**config.mk**
```make
export PLATFORM = sky130hd
export DESIGN_NAME = fdiv_ctrl
export DESIGN_NICKNAME = d
export VERILOG_FILES = /design/src/rtl/fdiv_pkg.sv /design/src/rtl/fdiv_core.sv /design/src/rtl/fdiv_ctrl.sv
export SDC_FILE = /design/constraint.sdc
export NUM_CORES = 1
export LEC_CHECK = 0
export ABC_AREA = 0
export BUFFER_PORTS_ARGS = -buffer_cell sky130_fd_sc_hd__buf_2
export CORE_UTILIZATION = 40
export DETAILED_ROUTE_END_ITERATION = 10
export PLACE_DENSITY_LB_ADDON = 0.2
export SYNTH_ARGS = -nofsm -noshare
export SYNTH_HDL_FRONTEND = slang
export SYNTH_HIERARCHICAL = 1
export SYNTH_SLANG_ARGS = --single-unit
export TNS_END_PERCENT = 100
```
**constraint.sdc**
```tcl
create_clock -name clk_50mHz -period 7.29 [get_ports clk_50mHz]
set_clock_uncertainty 0.1 [all_clocks]
set_input_delay 0.729 -clock clk_50mHz [delete_from_list [all_inputs] [get_ports clk_50mHz]]
set_output_delay 0.729 -clock clk_50mHz [all_outputs]
set_load 0.05 [all_outputs]
```
**src/rtl/fdiv_pkg.sv**
```systemverilog
`default_nettype none
// ============================================================================
// Module      : fdiv_pkg
// Description : Shared types and defaults for the fdiv_ctrl clock divider
//               controller and its counter core.
// Revision    : 1.0 - initial release
// ============================================================================
package fdiv_pkg;

    // Default half-period counter width (fits 25_000_000).
    localparam int DEF_CNT_W    = 26;

    // Half-period giving 1 Hz from a 50 MHz system clock.
    localparam int DEF_HALF_1HZ = 25000000;

    // Controller states: stopped, running, running with a divisor waiting
    // for the next falling boundary.
    typedef enum logic [1:0] {
        IDLE = 2'd0,
        RUN  = 2'd1,
        PEND = 2'd2
    } fdiv_state_t;

endpackage : fdiv_pkg
`default_nettype wire

```
**src/rtl/fdiv_core.sv**
```systemverilog
`default_nettype none
// ============================================================================
// Module      : fdiv_core
// Description : Half-period counter with terminal-count compare. Toggles a
//               registered 50%-duty clk_out at every terminal count, pulses
//               tick on each rising toggle and reports the falling boundary
//               (terminal count while clk_out is high) to the controller.
//               The counter and clk_out are held at zero whenever the core
//               is disabled or cleared.
// Revision    : 1.0 - initial release
// ============================================================================
module fdiv_core
    import fdiv_pkg::*;
#(
    parameter int CNT_W = DEF_CNT_W
) (
    input  logic             clk,
    input  logic             rst,
    input  logic [CNT_W-1:0] half,
    input  logic             en,
    input  logic             clr,
    output logic             clk_out,
    output logic             tick,
    output logic             fall
);

    logic [CNT_W-1:0] r_cnt;
    logic [CNT_W-1:0] w_last;
    logic             w_count;
    logic             w_tc;

    // Terminal value is half-1; half is never zero, so no underflow.
    assign w_last  = half - CNT_W'(1);
    assign w_count = en & ~clr;
    assign w_tc    = w_count & (r_cnt == w_last);

    // Falling boundary: the toggle that will take clk_out from 1 to 0.
    assign fall    = w_tc & clk_out;

    // Counter, divided clock and rise tick; cleared to a known low phase
    // whenever counting is not active.
    always_ff @(posedge clk or posedge rst) begin
        if (rst) begin
            r_cnt   <= '0;
            clk_out <= 1'b0;
            tick    <= 1'b0;
        end else if (!w_count) begin
            r_cnt   <= '0;
            clk_out <= 1'b0;
            tick    <= 1'b0;
        end else if (w_tc) begin
            r_cnt   <= '0;
            clk_out <= ~clk_out;
            tick    <= ~clk_out;
        end else begin
            r_cnt   <= r_cnt + CNT_W'(1);
            tick    <= 1'b0;
        end
    end

endmodule : fdiv_core
`default_nettype wire

```
**src/rtl/fdiv_ctrl.sv**
```systemverilog
`default_nettype none
// ============================================================================
// Module      : fdiv_ctrl
// Description : Run/stop and reconfiguration controller for the board clock
//               divider. Accepts new half-periods over a valid/ready port and
//               applies them only at falling boundaries so clk_out never
//               glitches. A zero divisor is accepted, discarded and flagged.
//               Optional feature macro: FDIV_SYNC_CLR_EN adds a sync_clr input
//               that restarts the output phase (run=0 takes priority).
// Revision    : 1.0 - initial release
// ============================================================================
module fdiv_ctrl
    import fdiv_pkg::*;
#(
    parameter int          CNT_W   = DEF_CNT_W,
    parameter int unsigned DEF_DIV = DEF_HALF_1HZ
) (
    input  logic             clk_50mHz,
    input  logic             rst,
    input  logic             run,
    input  logic             cfg_valid,
`ifdef FDIV_SYNC_CLR_EN
    input  logic             sync_clr,
`endif
    input  logic [CNT_W-1:0] cfg_div,
    output logic             cfg_ready,
    output logic             clk_out,
    output logic             tick,
    output logic             busy,
    output logic             err
);

    localparam logic [CNT_W-1:0] c_def_half = CNT_W'(DEF_DIV);

    fdiv_state_t      r_state;
    fdiv_state_t      w_state_nxt;
    logic [CNT_W-1:0] r_half;
    logic [CNT_W-1:0] w_half_nxt;
    logic [CNT_W-1:0] r_pend;
    logic [CNT_W-1:0] w_pend_nxt;
    logic             w_hs;
    logic             w_zero;
    logic             w_legal;
    logic             w_fall;
    logic             w_sync_clr;
    logic             w_core_en;

`ifdef FDIV_SYNC_CLR_EN
    assign w_sync_clr = sync_clr;
`else
    assign w_sync_clr = 1'b0;
`endif

    // Handshake; cfg_ready is the registered image of (state != PEND).
    assign w_hs    = cfg_valid & cfg_ready;
    assign w_zero  = (cfg_div == '0);
    assign w_legal = w_hs & ~w_zero;

    // Counting only in RUN/PEND with run held; run=0 clears the phase at once.
    assign w_core_en = (r_state != IDLE) & run;

    fdiv_core #(
        .CNT_W (CNT_W)
    ) u_core (
        .clk     (clk_50mHz),
        .rst     (rst),
        .half    (r_half),
        .en      (w_core_en),
        .clr     (w_sync_clr),
        .clk_out (clk_out),
        .tick    (tick),
        .fall    (w_fall)
    );

    // State, divisor registers and registered handshake/status outputs.
    always_ff @(posedge clk_50mHz or posedge rst) begin
        if (rst) begin
            r_state   <= IDLE;
            r_half    <= c_def_half;
            r_pend    <= '0;
            cfg_ready <= 1'b1;
            busy      <= 1'b0;
            err       <= 1'b0;
        end else begin
            r_state   <= w_state_nxt;
            r_half    <= w_half_nxt;
            r_pend    <= w_pend_nxt;
            cfg_ready <= (w_state_nxt != PEND);
            busy      <= (w_state_nxt == PEND);
            err       <= w_hs & w_zero;
        end
    end

    // Next-state and divisor update; pending values land only at a falling
    // boundary, a stop, or a phase clear so the new period starts low.
    always_comb begin
        w_state_nxt = r_state;
        w_half_nxt  = r_half;
        w_pend_nxt  = r_pend;
        unique case (r_state)
            IDLE: begin
                if (w_legal) begin
                    w_half_nxt = cfg_div;
                end
                if (run) begin
                    w_state_nxt = RUN;
                end
            end
            RUN: begin
                if (!run) begin
                    w_state_nxt = IDLE;
                    if (w_legal) begin
                        w_half_nxt = cfg_div;
                    end
                end else if (w_legal) begin
                    // Also covers a handshake on a falling boundary: it waits
                    // for the following boundary.
                    w_state_nxt = PEND;
                    w_pend_nxt  = cfg_div;
                end
            end
            PEND: begin
                if (!run) begin
                    w_state_nxt = IDLE;
                    w_half_nxt  = r_pend;
                end else if (w_sync_clr || w_fall) begin
                    w_state_nxt = RUN;
                    w_half_nxt  = r_pend;
                end
            end
            default: begin
                w_state_nxt = IDLE;
            end
        endcase
    end

endmodule : fdiv_ctrl
`default_nettype wire

```
Yosys cells after proc, flatten, opt, wreduce, memory -nomap -nowiden
Cells that the tools add are included.

word-level totals
  output and inout bits = 5
  register bits after elaboration = 85
  logic and storage cells = 50

cells by class
  $add $sub $neg = 2
  multiplexer cells = 17
  eq/ne operators = 8
  bitwise logic cells = 8
  reduce and logical (&&, ||, !) cells = 6

operator list
  cell                     number
  $mux W26                 6
  $pmux W26 S3             1
  $add A26 B1 Y26 const B  1
  $eq A26 B26 Y1           1
  $logic_not A26 Y1        1
  $sub A26 B1 Y26 const B  1
  $mux W2                  5
  $and A1 B1 Y1            6
  $ne A2 B2 Y1 const B     3
  $pmux W2 S3              1
  $reduce_and A3 Y1        2
  $eq A2 B2 Y1 const B     2
  $mux W1                  4
  $ne A3 B2 Y1 const B     1
  $reduce_bool A3 Y1       1
  $eq A2 B1 Y1 const B     1
  $logic_not A2 Y1         1
  $not A1 Y1               2
  $reduce_bool A2 Y1       1

Longest topological paths before layout
  depth in word-level cells = 8
  gate-level depth with buffers = 18
  gate-level depth less buffers = 14

Cells and area by module
Netlist, hierarchy kept.

by module, submodules not included
  module     times used  sequential area each (sq um)  area an instance (sq um)  cells an instance
  fdiv_ctrl  1           1442.6                        2610.0                    207
  fdiv_core  1           700.7                         2454.9                    292

Worst setup path after synthesis
No wires, ideal clock.

  kind = reg2reg
  start point = register r_half[0]
  end point = register r_half[10]
  data required time = 7.116 ns
  stages on the path, launching flop included = 19
  buffers on the path = 4
  path slack = 3.343 ns
  arrival time = 3.773 ns
  library setup time = 0.074 ns
  cell sequence = dfrtp_1 -> clkbuf_1 -> inv_1 -> ha_1 -> buf_2 -> or4b_1 -> nor4_1 -> mux2i_1 -> a311oi_1 -> o21bai_1 -> a2111o_1 -> nor4bb_1 -> inv_1 -> a21oi_1 -> o22ai_2 -> or2_1 -> buf_4 -> buf_6 -> o21ai_2

between the ends
  longest elaborated chain between the ends = 6

ends and longest elaborated chain
  element                             RTL line         source
  from (decl)                         fdiv_ctrl.sv:37  logic [CNT_W-1:0] r_half;
  from (signal assigned)              fdiv_ctrl.sv:79  r_half <= c_def_half;
  from (signal assigned)              fdiv_ctrl.sv:86  r_half <= w_half_nxt;
  $sub A26 B1 Y26                     fdiv_core.sv:33  assign w_last = half - CNT_W'(1);
  $eq A26 B26 Y1                      fdiv_core.sv:35  assign w_tc = w_count & (r_cnt == w_last);
  $and A1 B1 Y1                       fdiv_core.sv:35
  $and A1 B1 Y1                       fdiv_core.sv:38  assign fall = w_tc & clk_out;
  via w_fall                          fdiv_ctrl.sv:44  logic w_fall;
  $ne A3 B2 Y1 (no source line)       n/a
  $reduce_and A3 Y1 (no source line)  n/a

The timed path passes the listed nets, and every way through them passes these cells.
A chain may end at the register's enable or synchronous reset.

Worst setup path after layout
  start point = register r_half[0]
  end point = register r_half[25]

The elaborated chain is that of the path after synthesis.

==> out/qor.csv <==
metric,value,unit
outcome,finished clean,
synth top area cells,"dfrtp_1, dfstp_2, mux2i_1",
count of hold buffers inserted by post-cts repair,0,
Synth Area in XOR/XNOR,8.99,%
placed insts,680,
clock latency at the later pin of the worst-skew pair,350,ps
count of vias placed by the detailed router,3773,
slew at the pin closest to its max-slew limit,1090,ps
areal power density over the cells,269,nW/um^2
critical setup path kind,register to register,
number of failing setup endpoints in the final timing report,0,
ys async rst share,100,%
chain of cells forming the critical path,inv_1 -> ha_1 -> or4b_1 -> nor4_1 -> mux2i_1 -> a311oi_1 -> o21bai_1 -> a2111o_1 -> nor4bb_1 -> inv_1 -> a21oi_1 -> o22ai_2 -> or2_1 -> buf_4 -> o21ai_0,
#FFs+latches synth,85,
area of all placed cells without fillers,5620,um^2
main combinational cell family by area after synthesis,simple AND/OR/NAND/NOR gates,
antenna violation net count after detailed routing,0,
count of final max-slew check failures,0,
number of clock buffers inserted by TritonCTS,9,
number of global-route vias before repair,3675,
Worst setup EP type,register,
Setup TNS Final,0,ps
gpl congestion,0.888,
WP data required,7410,ps
Critical Path Fanout Max,27,
Placement Setup Slack,2350,ps
Tmin final,4980,ps
number of distinct library cells after synthesis,69,
IO buf count,34,
cell area after synthesis,5060,um^2
Worst IR Drop VDD,0.178,mV
post-synthesis to final-layout area growth,11.0,%
number of synthesized flops with an enable pin,0,
Core Region,12200,um^2
Core Rows,40,
RSZ-0062 raised after global routing,false,
Worst path slowest cell,o22ai_2,
routed wirelength normalized by instance count,16.0,um
placed wire-length estimate after detailed placement,8190,um
number of H-tree levels,3,
synthesized-area fraction occupied by adder cells,0.494,%
"Primary FF master, synth",dfrtp_1,
Pleak,2.20,nW
fraction of layout cells with a size suffix above 1,22.3,%
part of the Yosys area used for sequential elements,42.3,%
First-pass DRT Iterations,5,
total power of the final layout,1.51,mW
share of the synthesized area in the top cell type,35.6,%
horizontal die dimension,115,um
Relative slew margins,26.9,%
DIE AREA,13100,um^2
mux cell area share after synthesis,11.5,%
clock tree from TritonCTS,done,
pin count of the biggest net entering global routing,58,
final setup margin,2310,ps
vias per cell,5.42,
post-synthesis average cell area,10.2,um^2
DRC viols,0,
number of antenna violations at the first check in global routing,0,
post-synthesis simple-gate area fraction,18.8,%
cell taking the most area after synthesis,dfrtp_1,
worst setup slack for register-to-register paths,2310,ps
ant diodes,0,
number of gates resized after CTS,0,
final routed wirelength across all metal layers,11200,um
number of nets in the synthesized netlist,531,
fin cells,696,
wire length of the first global-routing pass,18900,um
Slowest Stage Delay on Critical Path,680,ps
crit share post-route,68.3,%
cell repeated most along the worst path,inv_1,
count of filler cells inserted in the layout,1184,
total global routing track utilization,18.8,%
WP data arrival,5100,ps
I/O pin count,35,
Yosys Warn Count,6,
instance area after placement,5320,um^2
type of the worst min-delay path,register to register,
GRT overflow,0,
post-synthesis cell count,499,
Clock Tree Buf Depth,2,
Max Fclk,201,MHz
Sinks on Clock Net,85,
max-cap viol count,0,
final hold violations,0,
area fraction in compound gates after synthesis,13.6,%
cell at the root of the clock tree,clkbuf_16,
number of nets in the layout,555,
effective utilization at floorplan,41.6,%
y dimension of the die,115,um
setup fix buffers added after clock tree synthesis,0,
Clock transition at path regs,60,ps
startpoint kind of the worst setup timing path,register,
initial drt markers,165,
-- cells in the mapped netlist, types with 7 or more instances --
cell,instances
xnor2_1,29
xor2_1,23
nor4_1,14
nand3_1,14
inv_1,14
nor3_1,12
and3_1,10
mux2i_1,29
o21ai_0,38
o21ai_2,20
nand4_1,8
clkbuf_1,9
dfrtp_1,72
nand2_1,20
mux2_2,16
buf_6,7
nor2_1,49
dfstp_2,13
mux2_1,10
-- registers in the layout, summed over array words and instances, names as in the netlist --
register	flops
busy	1
cfg_ready	1
err	1
r_half	26
r_pend	26
r_state	2
u_core/clk_out	1
u_core/r_cnt	26
u_core/tick	1
-- metrics by stage --
stage	utilization, %	hold slack [ps]
final	46.2	391
after global routing	46.2	416
after CTS	46.2	396
after detailed placement	43.7	381
after global placement	43.7	373
after floorplan	-	364
-- routing by layer --
| metal | wire [um] | vias up | track usage (%) |
|---|---|---|---|
| met5 | 0 | - | 0 |
| met4 | 178 | 0 | 7.62 |
| met3 | 462 | 10 | 3.07 |
| met2 | 5230 | 84 | 30.2 |
| met1 | 5280 | 1827 | 25.4 |
| li1 | - | 1852 | - |
-- logic make-up (layout without fill, tap and decap cells) --
| group | count (synthesis) | count (layout) |
|---|---|---|
| mux | 55 | 55 |
| buf+inv | 38 | 67 |
| flops | 85 | 85 |
| other cells | 1 | 1 |
| xor+xnor | 52 | 52 |
| compound gates | 97 | 97 |
| simple gates | 169 | 169 |
| fa+ha+maj | 2 | 2 |
-- placed cells by master (no fill, tap or decap), types with 4 or more instances in the layout --
cell type	instances
a211oi_1	4
a21oi_1	4
and3_1	10
buf_2	34
clkbuf_16	9
dfrtp_1	72
dfstp_2	13
inv_1	13
mux2_1	10
mux2_2	16
mux2i_1	29
nand2_1	20
nand2b_1	4
nand3_1	14
nand4_1	8
nor2_1	49
nor3_1	12
nor4_1	14
o21ai_0	38
o21ai_2	20
xnor2_1	29
xor2_1	23
-- final timing paths --
check / to / cells past startpoint / startpoint
worst min-delay path: r_pend[16] / 1 / r_pend[16]
min in group asynchronous: r_pend[4] / 3 / rst
worst min register to register: r_pend[16] / 1 / r_pend[16]
worst max register to register: r_half[25] / 15 / r_half[0]
worst max-delay path: r_half[25] / 15 / r_half[0]
max in group asynchronous: u_core/r_cnt[12] / 2 / rst
-- critical path, delay by kind of cell, from the launching register on --
kind | cells | cell delay (ps)
AOI/OAI and AO/OA | 6 | 1680
and+or+nand+nor | 4 | 1510
buffers and inverters | 3 | 570
DFF | 1 | 460
adders and majority gates | 1 | 360
muxes | 1 | 160
-- report_power, final --
group	leakage, nW	total (mW)	internal (mW)	switching [mW]
registers	1.06	0.677	0.574	0.103
logic	0.979	0.361	0.169	0.192
clock network	0.154	0.473	0.277	0.196
total	2.20	1.51	1.02	0.491
-- layout make-up --
| type | instances | area, um^2 | share of cell area, % |
|---|---|---|---|
| sequential | 85 | 2140 | 38.1 |
| multi-input combinational | 376 | 2720 | 48.3 |
| timing repair buffer | 37 | 193 | 3.43 |
| clock inverter | 6 | 66.3 | 1.18 |
| tap | 168 | 210 | 3.74 |
| inverter | 14 | 52.6 | 0.935 |
| clock buffer | 10 | 239 | 4.25 |
Note: power is estimated with default switching activity, not from simulation.
